<file path="config.mk">
export PLATFORM = sky130hd
export DESIGN_NAME = uart_rx_os
export DESIGN_NICKNAME = d
export VERILOG_FILES = /design/src/rtl/uart_pkg.sv /design/src/rtl/uart_sync2.sv /design/src/rtl/uart_rx_os.sv
export SDC_FILE = /design/constraint.sdc
export NUM_CORES = 1
export LEC_CHECK = 0
export ABC_AREA = 0
export ABC_CLOCK_PERIOD_IN_PS = 2800
export CORE_MARGIN = 10
export CORE_UTILIZATION = 35
export CTS_BUF_LIST = sky130_fd_sc_hd__clkbuf_4 sky130_fd_sc_hd__clkbuf_8
export CTS_CLUSTER_DIAMETER = 80
export DETAILED_ROUTE_END_ITERATION = 7
export PLACE_DENSITY = 0.63
export SLEW_MARGIN = 10
export SYNTH_ARGS = -nofsm -noshare
export SYNTH_HDL_FRONTEND = slang
export SYNTH_SLANG_ARGS = --single-unit
</file>
<file path="constraint.sdc">
create_clock -name clk -period 2.8 [get_ports clk]
set_clock_uncertainty 0.15 [all_clocks]
set_input_delay 0.42 -clock clk [delete_from_list [all_inputs] [get_ports clk]]
set_output_delay 0.42 -clock clk [all_outputs]
set_load 0.02 [all_outputs]
</file>
<file path="src/rtl/uart_pkg.sv">
// Shared definitions for the UART receive/transmit slice.
package uart_pkg;

  typedef enum logic [2:0] {
    IDLE,
    START,
    DATA,
    PARITY,
    STOP,
    BREAK
  } uart_state_t;

  localparam int unsigned OVERSAMPLE = 16;
  localparam int unsigned MID_SAMPLE = 7;

endpackage

</file>
<file path="src/rtl/uart_sync2.sv">
// Two-flop synchronizer for asynchronous single-bit inputs.
module uart_sync2 #(
  parameter logic RST_VAL = 1'b1
) (
  input  logic clk,
  input  logic rst_n,
  input  logic i_d,
  output logic o_q
);

  logic r_meta;
  logic r_sync;

  // Two-stage resynchronisation; both stages reset to the line's idle level.
  always_ff @(posedge clk or negedge rst_n) begin
    if (!rst_n) begin
      r_meta <= RST_VAL;
      r_sync <= RST_VAL;
    end else begin
      r_meta <= i_d;
      r_sync <= r_meta;
    end
  end

  assign o_q = r_sync;

endmodule

</file>
<file path="src/rtl/uart_rx_os.sv">
// 16x-oversampling UART receiver: start/data/parity/stop recovery with
// one-cycle valid strobe and held parity/framing error flags.
module uart_rx_os
  import uart_pkg::*;
#(
  parameter int unsigned CLK_DIV    = 27,
  parameter int unsigned DATA_BITS  = 8,
  parameter int unsigned PARITY_EN  = 1,
  parameter int unsigned PARITY_ODD = 0
) (
  input  logic                 clk,
  input  logic                 rst_n,
  input  logic                 rx,
  output logic [DATA_BITS-1:0] data_out,
  output logic                 valid,
  output logic                 rx_busy,
  output logic                 parity_err,
  output logic                 frame_err
);

  localparam int unsigned DW = (CLK_DIV > 1) ? $clog2(CLK_DIV) : 1;

  uart_state_t          r_state;
  uart_state_t          w_state_nx;
  logic                 w_rx_s;
  logic [DW-1:0]        r_div;
  logic [3:0]           r_smp;
  logic [2:0]           r_bit;
  logic [DATA_BITS-1:0] r_shift;
  logic                 r_par;
  logic                 r_par_ok;
  logic [DATA_BITS-1:0] r_data;
  logic                 r_valid;
  logic                 r_perr;
  logic                 r_ferr;
  logic                 w_tick;
  logic                 w_mid;
  logic                 w_centre;
  logic                 w_last_bit;

  uart_sync2 #(
    .RST_VAL(1'b1)
  ) u_sync (
    .clk  (clk),
    .rst_n(rst_n),
    .i_d  (rx),
    .o_q  (w_rx_s)
  );

  assign w_tick     = (r_state != IDLE) && (r_div == DW'(CLK_DIV - 1));
  assign w_mid      = w_tick && (r_smp == 4'(MID_SAMPLE));
  assign w_centre   = w_tick && (r_smp == 4'(OVERSAMPLE - 1));
  assign w_last_bit = (r_bit == 3'(DATA_BITS - 1));

  // State register.
  always_ff @(posedge clk or negedge rst_n) begin
    if (!rst_n) begin
      r_state <= IDLE;
    end else begin
      r_state <= w_state_nx;
    end
  end

  // Next-state logic: start qualification at mid start bit, then one
  // sample per bit centre; a low stop bit parks in BREAK until the line rises.
  always_comb begin
    w_state_nx = r_state;
    case (r_state)
      IDLE:   if (!w_rx_s) w_state_nx = START;
      START:  if (w_mid) w_state_nx = w_rx_s ? IDLE : DATA;
      DATA:   if (w_centre && w_last_bit) w_state_nx = (PARITY_EN != 0) ? PARITY : STOP;
      PARITY: if (w_centre) w_state_nx = STOP;
      STOP:   if (w_centre) w_state_nx = w_rx_s ? IDLE : BREAK;
      BREAK:  if (w_rx_s) w_state_nx = IDLE;
      default: w_state_nx = IDLE;
    endcase
  end

  // Oversample divider and sample counter; both parked at zero in IDLE so
  // counting is aligned to the detected start edge.
  always_ff @(posedge clk or negedge rst_n) begin
    if (!rst_n) begin
      r_div <= '0;
      r_smp <= '0;
    end else begin
      if (r_state == IDLE || w_tick) r_div <= '0;
      else                           r_div <= r_div + 1'b1;

      if (r_state == IDLE || (r_state == START && w_mid)) r_smp <= '0;
      else if (w_tick)                                    r_smp <= r_smp + 1'b1;
    end
  end

  // Datapath: shift data LSB first, accumulate parity, and publish the
  // frame together with its error flags on the stop-bit sample.
  always_ff @(posedge clk or negedge rst_n) begin
    if (!rst_n) begin
      r_bit    <= '0;
      r_shift  <= '0;
      r_par    <= 1'b0;
      r_par_ok <= 1'b1;
      r_data   <= '0;
      r_valid  <= 1'b0;
      r_perr   <= 1'b0;
      r_ferr   <= 1'b0;
    end else begin
      r_valid <= 1'b0;
      case (r_state)
        START: begin
          if (w_mid) begin
            r_bit <= '0;
            r_par <= 1'b0;
          end
        end
        DATA: begin
          if (w_centre) begin
            r_shift <= {w_rx_s, r_shift[DATA_BITS-1:1]};
            r_par   <= r_par ^ w_rx_s;
            r_bit   <= r_bit + 1'b1;
          end
        end
        PARITY: begin
          if (w_centre) r_par_ok <= ~(r_par ^ w_rx_s ^ 1'(PARITY_ODD));
        end
        STOP: begin
          if (w_centre) begin
            r_data  <= r_shift;
            r_perr  <= (PARITY_EN != 0) & ~r_par_ok;
            r_ferr  <= ~w_rx_s;
            r_valid <= 1'b1;
          end
        end
        default: ;
      endcase
    end
  end

  assign data_out   = r_data;
  assign valid      = r_valid;
  assign parity_err = r_perr;
  assign frame_err  = r_ferr;
  assign rx_busy    = (r_state != IDLE);

endmodule

</file>
==> run summary <==
* Switching Share: 0.178
* sum of internal, switching and leakage power: 1.14 mW
* cts repair resizes: 0
* register share of total power: 0.487
* number of distinct library cells after synthesis: 37
* vias per cell: 5.11
* Root Buffer: clkbuf_8
* Logic pwr share: 0.012
* shortest period the worst path allows: 2.38 ns
* Setup crit end kind: primary output
* Port Buf Inserts: 14
* initial DRC count: 83
* effective utilization at floorplan: 0.359
* cells after synthesis: 139
* Largest stage delay, worst path: 0.56 ns
* maximum VDD drop: 0.359 mV
* Leak: 0.934 nW
* Net Count, Synth: 147
* unrepaired setup endpoints after global routing: no
* layout-stage area growth over the synthesis result: 19.1%
* period utilisation layout: 0.848
* clk sink count: 38
* total number of vias: 1079
* number of top-level pins: 15
* leading cell types in the layout, fill and taps excluded: dfrtp_1, mux2_2, clkdlybuf4s50_1
* Max Clk Rate: 0.421 GHz
* share of the yosys chip area belonging to registers: 0.566
* row cnt: 25
* vertical die dimension: 89.4 um
* quantity of hold-fixing buffers added after cts: 0
* Clock Latency Late Sink: 0.29 ns
* total length of routed wires: 3.07 mm
* Initial DRT Pass Iterations: 5
* Worst Setup Start Kind: register
* number of buffers added by the clock tree synthesis step: 5
* number of antenna-violating nets in the routed design: 0
* number of fill cells in the layout: 430
* fraction of final layout cells with drive strength greater than 1: 0.223
* post-synthesis area per instance: 12.1 um^2
* total inserted antenna cells: 0
* class of the tightest hold or removal check: in2async
* outcome: finished clean
* Die Width: 89.4 um
* Post-CTS Setup Bufs: 0
* Critical Setup Path Class: reg2out
* clock network fraction of total power: 0.501
* half-perimeter wire length after placement: 2.30 mm
* overall track demand over capacity in global routing: 0.0876
* critical path arrival: 1.81 ns
* final routed DRC violation total: 0
* Internal: 934 uW
* NetSw: 203 uW
* relative slew slack: 0.466
* area of the core: 0.00469 mm^2
* overflow left after global routing: 0
* maximum clock insertion buffer count: 2
* Post-layout nets: 164
* placer's final routability congestion estimate: 0.794
* combined area of all synthesized cells: 0.00169 mm^2
* Final Max Slew Viols: 0
* average wire per standard cell: 14.6 um
* count of max-cap constraint violations: 0
* most frequent standard cell in the layout excluding fill and tap cells: dfrtp_1
* number of endpoints with negative hold slack in the final report: 0
* total power divided by cell area: 566 mW/mm^2
* Critical Path, Cell by Cell: nor3_1 > inv_1 > clkdlybuf4s50_1
* Slowest-stage cell, CP: clkdlybuf4s50_1
* Total Neg Setup Slack: 0 ns
* largest net degree at the start of global routing: 39
* clock transition time at the flip-flop clock pins of the worst setup and hold paths: 0.07 ns
* level count of the clock H-tree: 2
* total of warnings raised by yosys: 0
* vias in the first global route: 1143
* antenna violations before repair: 0
* required time at the endpoint of the critical path: 2.23 ns
* clock tree from TritonCTS: built
* number of flip-flops and latches in the synthesized netlist: 38
* final setup vio count: 0
* wire length of the first global-routing pass: 5.32 mm
* floorplan die area: 0.00800 mm^2
* actual slew at the worst max-slew pin: 0.801 ns
* critical path peak fanout: 14
kinds of logic (layout without fill, tap and decap cells):
logic type	after synthesis	count (layout)	synth area share
buffers and inverters	12	30	0.0363
AND/OR/NAND/NOR	41	41	0.128
flip-flops	38	38	0.566
adder cells (fa/ha/maj)	5	5	0.0371
XOR/XNOR	6	6	0.0312
multiplexers	20	20	0.135
AO/OA/AOI/OAI	17	17	0.0660
flip-flops by register name (all words and copies together), names as in the netlist:
| signal | count |
|---|---|
| r_bit | 3 |
| r_smp | 4 |
| frame_err | 1 |
| r_par_ok | 1 |
| r_shift | 8 |
| u_sync.r_meta | 1 |
| r_state | 3 |
| r_par | 1 |
| parity_err | 1 |
| data_out | 8 |
| valid | 1 |
| r_div | 5 |
| u_sync.o_q | 1 |
metal layers:
layer	vias up	wire [um]	GRT usage
li1	512	-	-
met1	537	1270	0.0953
met2	18	1590	0.143
met3	12	124	0.0264
met4	0	91	0.0607
met5	-	0	0
Yosys cell counts:
library cell  count  area share
nand4_1           1      0.0037
xnor2_1           2       0.010
and3_1            1      0.0037
nor4_2            1      0.0074
nor3b_1           2      0.0089
a21oi_1           3      0.0089
buf_4             2      0.0089
xor2_1            4       0.021
mux2i_1           1      0.0059
a211oi_1          1      0.0045
o31a_1            1      0.0052
nand3_1           5       0.015
nand2_1          11       0.024
or3b_1            1      0.0052
buf_6             1      0.0067
o21ai_0           6       0.018
o221ai_1          1      0.0052
buf_2             1      0.0030
nor2_1           11       0.024
nor3_1            3      0.0089
dfstp_2           3       0.047
and4b_1           1      0.0059
nand4b_2          1      0.0089
nand3b_1          1      0.0045
inv_1             6       0.013
mux2_2           18        0.12
ha_1              5       0.037
a2111o_1          1      0.0067
o41ai_1           1      0.0052
a31oi_1           1      0.0037
o31ai_1           1      0.0045
clkbuf_1          2      0.0045
dfrtp_1          35        0.52
nor2b_1           1      0.0037
mux2_4            1      0.0089
o21a_1            1      0.0045
nand2b_1          1      0.0037
metrics by stage:
step	hold slack, ns	util	std cells	worst slack [ns]	instance area, um^2
floorplan	-0.0256	-	139	0.826	1690
global placement	0.198	0.398	203	0.531	1870
detailed placement	0.199	0.398	203	0.392	1870
CTS	0.0912	0.428	211	0.382	2010
global route	0.136	0.428	211	0.244	2010
finish	0.0603	0.428	211	0.425	2010
critical path: cells and delay by family, from the launching register on:
family / cells / cell delay (ns)
buffers and inverters: 2 / 0.66
flip-flops: 1 / 0.53
AND/OR/NAND/NOR: 1 / 0.33
worst paths after layout:
kind	from	to	slack (ns)	depth (start not counted)
min reg2reg	u_sync.r_meta	u_sync.o_q	0.21	0
max	r_state[0]	rx_busy	0.42	3
min	rst_n	r_div[4]	0.06	1
max in group asynchronous	rst_n	data_out[2]	1.93	1
max reg2reg	r_div[0]	frame_err	0.43	6
min in group clk	u_sync.r_meta	u_sync.o_q	0.21	0
power groups by stage:
| stage | sequential, mW | combinational, mW | clock (mW) |
|---|---|---|---|
| floorplan | 0.562 | 0.00314 | 0 |
| global placement | 0.564 | 0.0139 | 0 |
| detailed placement | 0.564 | 0.0148 | 0 |
| CTS | 0.553 | 0.0147 | 0.583 |
| global route | 0.553 | 0.0169 | 0.611 |
| finish | 0.553 | 0.0136 | 0.570 |
final cells by class:
| class | count | area [um^2] | area share |
|---|---|---|---|
| Sequential cell | 38 | 955 | 0.475 |
| Multi-Input combinational cell | 89 | 671 | 0.334 |
| Timing Repair Buffer | 16 | 150 | 0.0748 |
| Clock buffer | 6 | 82.6 | 0.0411 |
| Tap cell | 54 | 67.6 | 0.0336 |
| Clock inverter | 2 | 60.1 | 0.0299 |
| Inverter | 6 | 22.5 | 0.0112 |
No activity file was read; power rests on OpenSTA's default activity.
